`config.mk`:
```
export PLATFORM = sky130hd
export DESIGN_NAME = tmr_seg7_unit
export DESIGN_NICKNAME = d
export VERILOG_FILES = /design/src/rtl/tmr_seg7_pkg.sv /design/src/rtl/tmr_seg7_unit_hex_to_seg7.sv /design/src/rtl/tmr_seg7_unit.sv
export SDC_FILE = /design/constraint.sdc
export NUM_CORES = 1
export LEC_CHECK = 0
export ABC_AREA = 0
export BUFFER_PORTS_ARGS = -buffer_cell sky130_fd_sc_hd__buf_2
export CELL_PAD_IN_SITES_DETAIL_PLACEMENT = 2
export CELL_PAD_IN_SITES_GLOBAL_PLACEMENT = 2
export CORE_ASPECT_RATIO = 1.1
export CORE_UTILIZATION = 23
export DETAILED_ROUTE_END_ITERATION = 10
export MAX_ROUTING_LAYER = met4
export PLACE_DENSITY_LB_ADDON = 0.1
export SETUP_SLACK_MARGIN = 0.4
export SLEW_MARGIN = 20
export SYNTH_ARGS = -nofsm -noshare
export SYNTH_HDL_FRONTEND = slang
export SYNTH_SLANG_ARGS = --single-unit
```
`constraint.sdc`:
```
create_clock -name clk -period 2.58 [get_ports clk]
set_input_delay 0.129 -clock clk [delete_from_list [all_inputs] [get_ports clk]]
set_output_delay 0.129 -clock clk [all_outputs]
set_load 0.005 [all_outputs]
```
`src/rtl/tmr_seg7_pkg.sv`:
```
// Shared constants for the timer / 7-segment helper block.
// Segment codes are active-high, bit order {g,f,e,d,c,b,a}.
package tmr_seg7_pkg;

    // Default timer counter width.
    localparam int CNT_W_DEF = 32;

    // Counter value at which the next enabled increment wraps.
    localparam logic [CNT_W_DEF-1:0] CNT_MAX = '1;

    // Width of one digit pattern.
    localparam int SEG_W = 7;

    // Hex digit segment patterns, active-high.
    localparam logic [SEG_W-1:0] SEG_0 = 7'h3F;
    localparam logic [SEG_W-1:0] SEG_1 = 7'h06;
    localparam logic [SEG_W-1:0] SEG_2 = 7'h5B;
    localparam logic [SEG_W-1:0] SEG_3 = 7'h4F;
    localparam logic [SEG_W-1:0] SEG_4 = 7'h66;
    localparam logic [SEG_W-1:0] SEG_5 = 7'h6D;
    localparam logic [SEG_W-1:0] SEG_6 = 7'h7D;
    localparam logic [SEG_W-1:0] SEG_7 = 7'h07;
    localparam logic [SEG_W-1:0] SEG_8 = 7'h7F;
    localparam logic [SEG_W-1:0] SEG_9 = 7'h6F;
    localparam logic [SEG_W-1:0] SEG_A = 7'h77;
    localparam logic [SEG_W-1:0] SEG_B = 7'h7C;
    localparam logic [SEG_W-1:0] SEG_C = 7'h39;
    localparam logic [SEG_W-1:0] SEG_D = 7'h5E;
    localparam logic [SEG_W-1:0] SEG_E = 7'h79;
    localparam logic [SEG_W-1:0] SEG_F = 7'h71;

    // Timer action selected on a clock edge, in priority order.
    typedef enum logic [1:0] {
        TMR_CLR  = 2'd0,
        TMR_LOAD = 2'd1,
        TMR_CNT  = 2'd2,
        TMR_HOLD = 2'd3
    } tmr_op_e;

    // Resolve the clr > ld > tmr_en > hold priority.
    function automatic tmr_op_e tmr_op(
        input logic clr,
        input logic ld,
        input logic en
    );
        tmr_op_e op;
        op = TMR_HOLD;
        if (clr) begin
            op = TMR_CLR;
        end else if (ld) begin
            op = TMR_LOAD;
        end else if (en) begin
            op = TMR_CNT;
        end
        return op;
    endfunction

endpackage

```
`src/rtl/tmr_seg7_unit_hex_to_seg7.sv`:
```
// One hex digit to 7-segment pattern decoder.
// Purely combinational; optional inversion for common-anode parts.
module hex_to_seg7
    import tmr_seg7_pkg::*;
#(
    parameter bit ACTIVE_LOW = 1'b0
) (
    input  logic [3:0]       i_nib,
    output logic [SEG_W-1:0] o_seg
);

    logic [SEG_W-1:0] w_code;

    // Map every nibble value to its active-high pattern.
    always_comb begin
        w_code = SEG_0;
        unique case (i_nib)
            4'h0: w_code = SEG_0;
            4'h1: w_code = SEG_1;
            4'h2: w_code = SEG_2;
            4'h3: w_code = SEG_3;
            4'h4: w_code = SEG_4;
            4'h5: w_code = SEG_5;
            4'h6: w_code = SEG_6;
            4'h7: w_code = SEG_7;
            4'h8: w_code = SEG_8;
            4'h9: w_code = SEG_9;
            4'hA: w_code = SEG_A;
            4'hB: w_code = SEG_B;
            4'hC: w_code = SEG_C;
            4'hD: w_code = SEG_D;
            4'hE: w_code = SEG_E;
            4'hF: w_code = SEG_F;
        endcase
    end

    assign o_seg = ACTIVE_LOW ? ~w_code : w_code;

endmodule

```
`src/rtl/tmr_seg7_unit.sv`:
```
// Loadable free-running interrupt timer plus dual hex digit decoder.
// tmr_req pulses for one cycle each time the counter wraps to zero.
module tmr_seg7_unit
    import tmr_seg7_pkg::*;
#(
    parameter int CNT_W          = CNT_W_DEF,
    parameter bit SEG_ACTIVE_LOW = 1'b0
) (
    input  logic             clk,
    input  logic             rst,
    input  logic             clr,
    input  logic [CNT_W-1:0] din,
    input  logic             ld,
    input  logic             tmr_en,
    output logic             tmr_req,
    output logic [CNT_W-1:0] cntr_o,
    input  logic [7:0]       data,
    output logic [SEG_W-1:0] seg7led1,
    output logic [SEG_W-1:0] seg7led2
);

    localparam logic [CNT_W-1:0] L_MAX = '1;

    logic [CNT_W-1:0] r_cntr;
    logic             r_req;
    tmr_op_e          w_op;
    logic             w_at_max;

    assign w_op     = tmr_op(clr, ld, tmr_en);
    assign w_at_max = (r_cntr == L_MAX);

    // Counter and wrap request, updated by priority-resolved action.
    always_ff @(posedge clk or posedge rst) begin
        if (rst) begin
            r_cntr <= '0;
            r_req  <= 1'b0;
        end else begin
            unique case (w_op)
                TMR_CLR: begin
                    r_cntr <= '0;
                    r_req  <= 1'b0;
                end
                TMR_LOAD: begin
                    r_cntr <= din;
                    r_req  <= 1'b0;
                end
                TMR_CNT: begin
                    r_cntr <= r_cntr + 1'b1;
                    r_req  <= w_at_max;
                end
                default: begin
                    r_cntr <= r_cntr;
                    r_req  <= 1'b0;
                end
            endcase
        end
    end

    assign cntr_o  = r_cntr;
    assign tmr_req = r_req;

    hex_to_seg7 #(
        .ACTIVE_LOW (SEG_ACTIVE_LOW)
    ) u_dig_lo (
        .i_nib (data[3:0]),
        .o_seg (seg7led1)
    );

    hex_to_seg7 #(
        .ACTIVE_LOW (SEG_ACTIVE_LOW)
    ) u_dig_hi (
        .i_nib (data[7:4]),
        .o_seg (seg7led2)
    );

endmodule

```
==> impl_metrics.tcl <==
set metrics [dict create \
    grt_max_degree 34 \
    gp_congestion 0.750 \
    wl_per_cell_um 18.0 \
    fin_worst_skew_ps 7.11 \
    grt-ovfl-total 0 \
    power.density_nw_per_um2 453 \
    io_pins 92 \
    netlist.area_leader.share 0.311 \
    syn_to_final_growth_pct 34.7 \
    worstPathCellList "buf_4 > and4_1 > nand4_1 > or4_1 > a311oi_1" \
    p_total_mw 1.62 \
    yosysUniqueCellTypes 52 \
    critical_path_required_ps 2760 \
    syn-cell-area_um2 2660 \
    p_seq_frac 0.375 \
    synthTopCellsByArea "dfrtp_1, ha_1, nor2_1, a311oi_1, nand2_1" \
    yosysSeqAreaShare 0.311 \
    clock_latency_ps 280 \
    worst_pin_slew_ps 700 \
    whs_ps 87.4 \
    cts_tree "built" \
    async_flop_share 1.00 \
    p_int_mw 1.15 \
    die_x_um 104 \
    comb_power_share 0.193 \
    p_leak_nw 1.55 \
    wl_mm 10.2 \
    crit_family "simple AND/OR/NAND/NOR gates" \
    layout_commonest_cell "buf_2" \
    status "finished, final reports clean" \
    r2r_setup_slack_ps 490 \
    period_share 0.811 \
    layout_min_cycle_time_ps 2090 \
    rr_endpoint "cntr_o[21]" \
    rows 40 \
    dr.pass1.iters 4 \
    dp_hpwl_mm 7.62 \
    utilization 0.323 \
    ctsRootBufferMaster "clkbuf_16" \
    yosysWarnings 0 \
    max_slew_margin 0.534 \
    synth-edff-count 0 \
    grtUsageTotal 0.180 \
    grt_antenna_before_repair 0 \
    grt_pass1_wl_mm 16.4 \
    r2r_start "cntr_o[1]" \
    drive_gt1_frac 0.342 \
    vias 2902 \
    setup_viol 0 \
    end_kind "register" \
    die_height_um 115 \
    synth_cells 321 \
    max-clock-path-buffers 2 \
    synth_nets 381 \
    finalMaxSlewViolations 0 \
    clock_power_share 0.432 \
    synth_largest_area_cell "dfrtp_1" \
    syn_area_per_cell_um2 8.27 \
    htree_levels 2 \
    clk_transition_reported_paths_ps 60 \
    cts.sinks 33 \
    remaining_drc_errors 0 \
    ant_nets 0 \
    hold_path_class "in -> reg" \
    sw_frac_of_total 0.288 \
    arrival_ps 2280 \
    tns_ps 0 \
    vdd_ir_drop_max_uv 248 \
    final_hold_viol_count 0 \
    synthFlopType "dfrtp_1" \
    grt_pass1_vias 3091 \
    core-area_um2 11100 \
    crit_type "reg -> reg" \
    insertedDiodeCount 0 \
    crit_path_start "cntr_o[1]" \
    nets 480 \
    drtIter0Drc 97 \
    initial_core_util 0.240 \
    crit_fanout 6 \
    maxCapViolations 0 \
    path_buf_inv 1 \
    switchingPower_mw 0.467 \
    hold_start "din[30]" \
    whs_path_depth 2 \
    cts-buffers-inserted 5 \
    post-place-ws_ps 298 \
    fmax_mhz 478 \
    layout.cells.most_common_list "buf_2, nor2_1, nand2_1" \
    rsz0062_at_grt "yes" \
    ys_ff_latch 33 \
    slowest_stage "or4_1" \
    start_kind "register" \
    dieArea_um2 12000 \
    io_buffer_count 91 \
    holdPathEnd "cntr_o[30]" \
    viasPerCell 5.11 \
    r2r_cells 5 \
    fin_ws_ps 487 \
    max_stage_delay_ps 570 \
]
## synth_stat cells, types with 5 or more instances
master     n
a22oi_1    5
nor4_1     8
a211oi_1   8
nor2_1    35
nand4_1   11
o21ai_0   15
xor2_1     6
inv_1     19
dfrtp_1   33
a311oi_1  14
or4_1      7
ha_1      15
nand2_1   28
o31ai_1    6
a21oi_1    9
or3_1     10
nor2b_1    7
nand3_1   14
clkbuf_1  12
## logic make-up (layout without fill, tap and decap cells)
logic type / count (synthesis) / count (layout) / synth area share
multiplexers: 4 / 4 / 0.0245
buffers and inverters: 41 / 141 / 0.0721
AO/OA/AOI/OAI: 78 / 78 / 0.215
XOR/XNOR: 9 / 9 / 0.0297
AND/OR/NAND/NOR: 141 / 141 / 0.277
flip-flops: 33 / 33 / 0.311
adder cells (fa/ha/maj): 15 / 15 / 0.0707
## layer usage
| metal | track usage | up-vias | share of wire |
|---|---|---|---|
| li1 | - | 1399 | - |
| met1 | 0.216 | 1432 | 0.45 |
| met2 | 0.313 | 69 | 0.50 |
| met3 | 0.0307 | 2 | 0.042 |
| met4 | 0.0410 | 0 | 0.0037 |
| met5 | - | - | 0 |
## area by class of cell
cell class	instances	area [um^2]
well taps	147	184
multi-input cells	247	1690
fillers	1302	7480
inverters	20	75.1
repair buffers	113	623
clock buffers	5	125
flip-flops and latches	33	836
clock inverters	3	46.3
## state kept, by name, summed over array words and instances, names as in the netlist
register and cells:
cntr_o 32, tmr_req 1
## power by group through the flow
stage / Combinational, mW / Sequential, mW / Clock [mW]
CTS: 0.317 / 0.603 / 0.727
finish: 0.313 / 0.607 / 0.699
global placement: 0.306 / 0.609 / 0
floorplan: 0.165 / 0.601 / 0
global route: 0.353 / 0.616 / 0.737
detailed placement: 0.308 / 0.613 / 0
## repair_timing
action	in CTS	in global routing
pin swaps	0	5
setup endpoints to repair	6	12
gates resized for setup	2	15
cloned	0	0
setup buffers	3	7
endpoints found under the hold margin	12	0
hold buffers	1	0
## worst register-to-register path, cell delays in order (launching register included)
cell and delay, ps:
dfrtp_2 400, buf_4 140, and4_1 360, nand4_1 280, or4_1 570, a311oi_1 250
## how the worst max path moves through the flow
stage	end	cells after the start
5_1_grt	cntr_o[21]	5
3_5_place_dp	cntr_o[18]	5
3_3_place_gp	cntr_o[16]	6
4_1_cts	cntr_o[18]	5
2_1_floorplan	cntr_o[28]	6
6_report	cntr_o[21]	5
## stage by stage
step	instances	area, um^2
CTS	561	3470
floorplan	321	2660
global placement	549	3260
detailed placement	549	3260
global route	568	3580
finish	568	3580
Note: power is estimated with default switching activity, not from simulation.
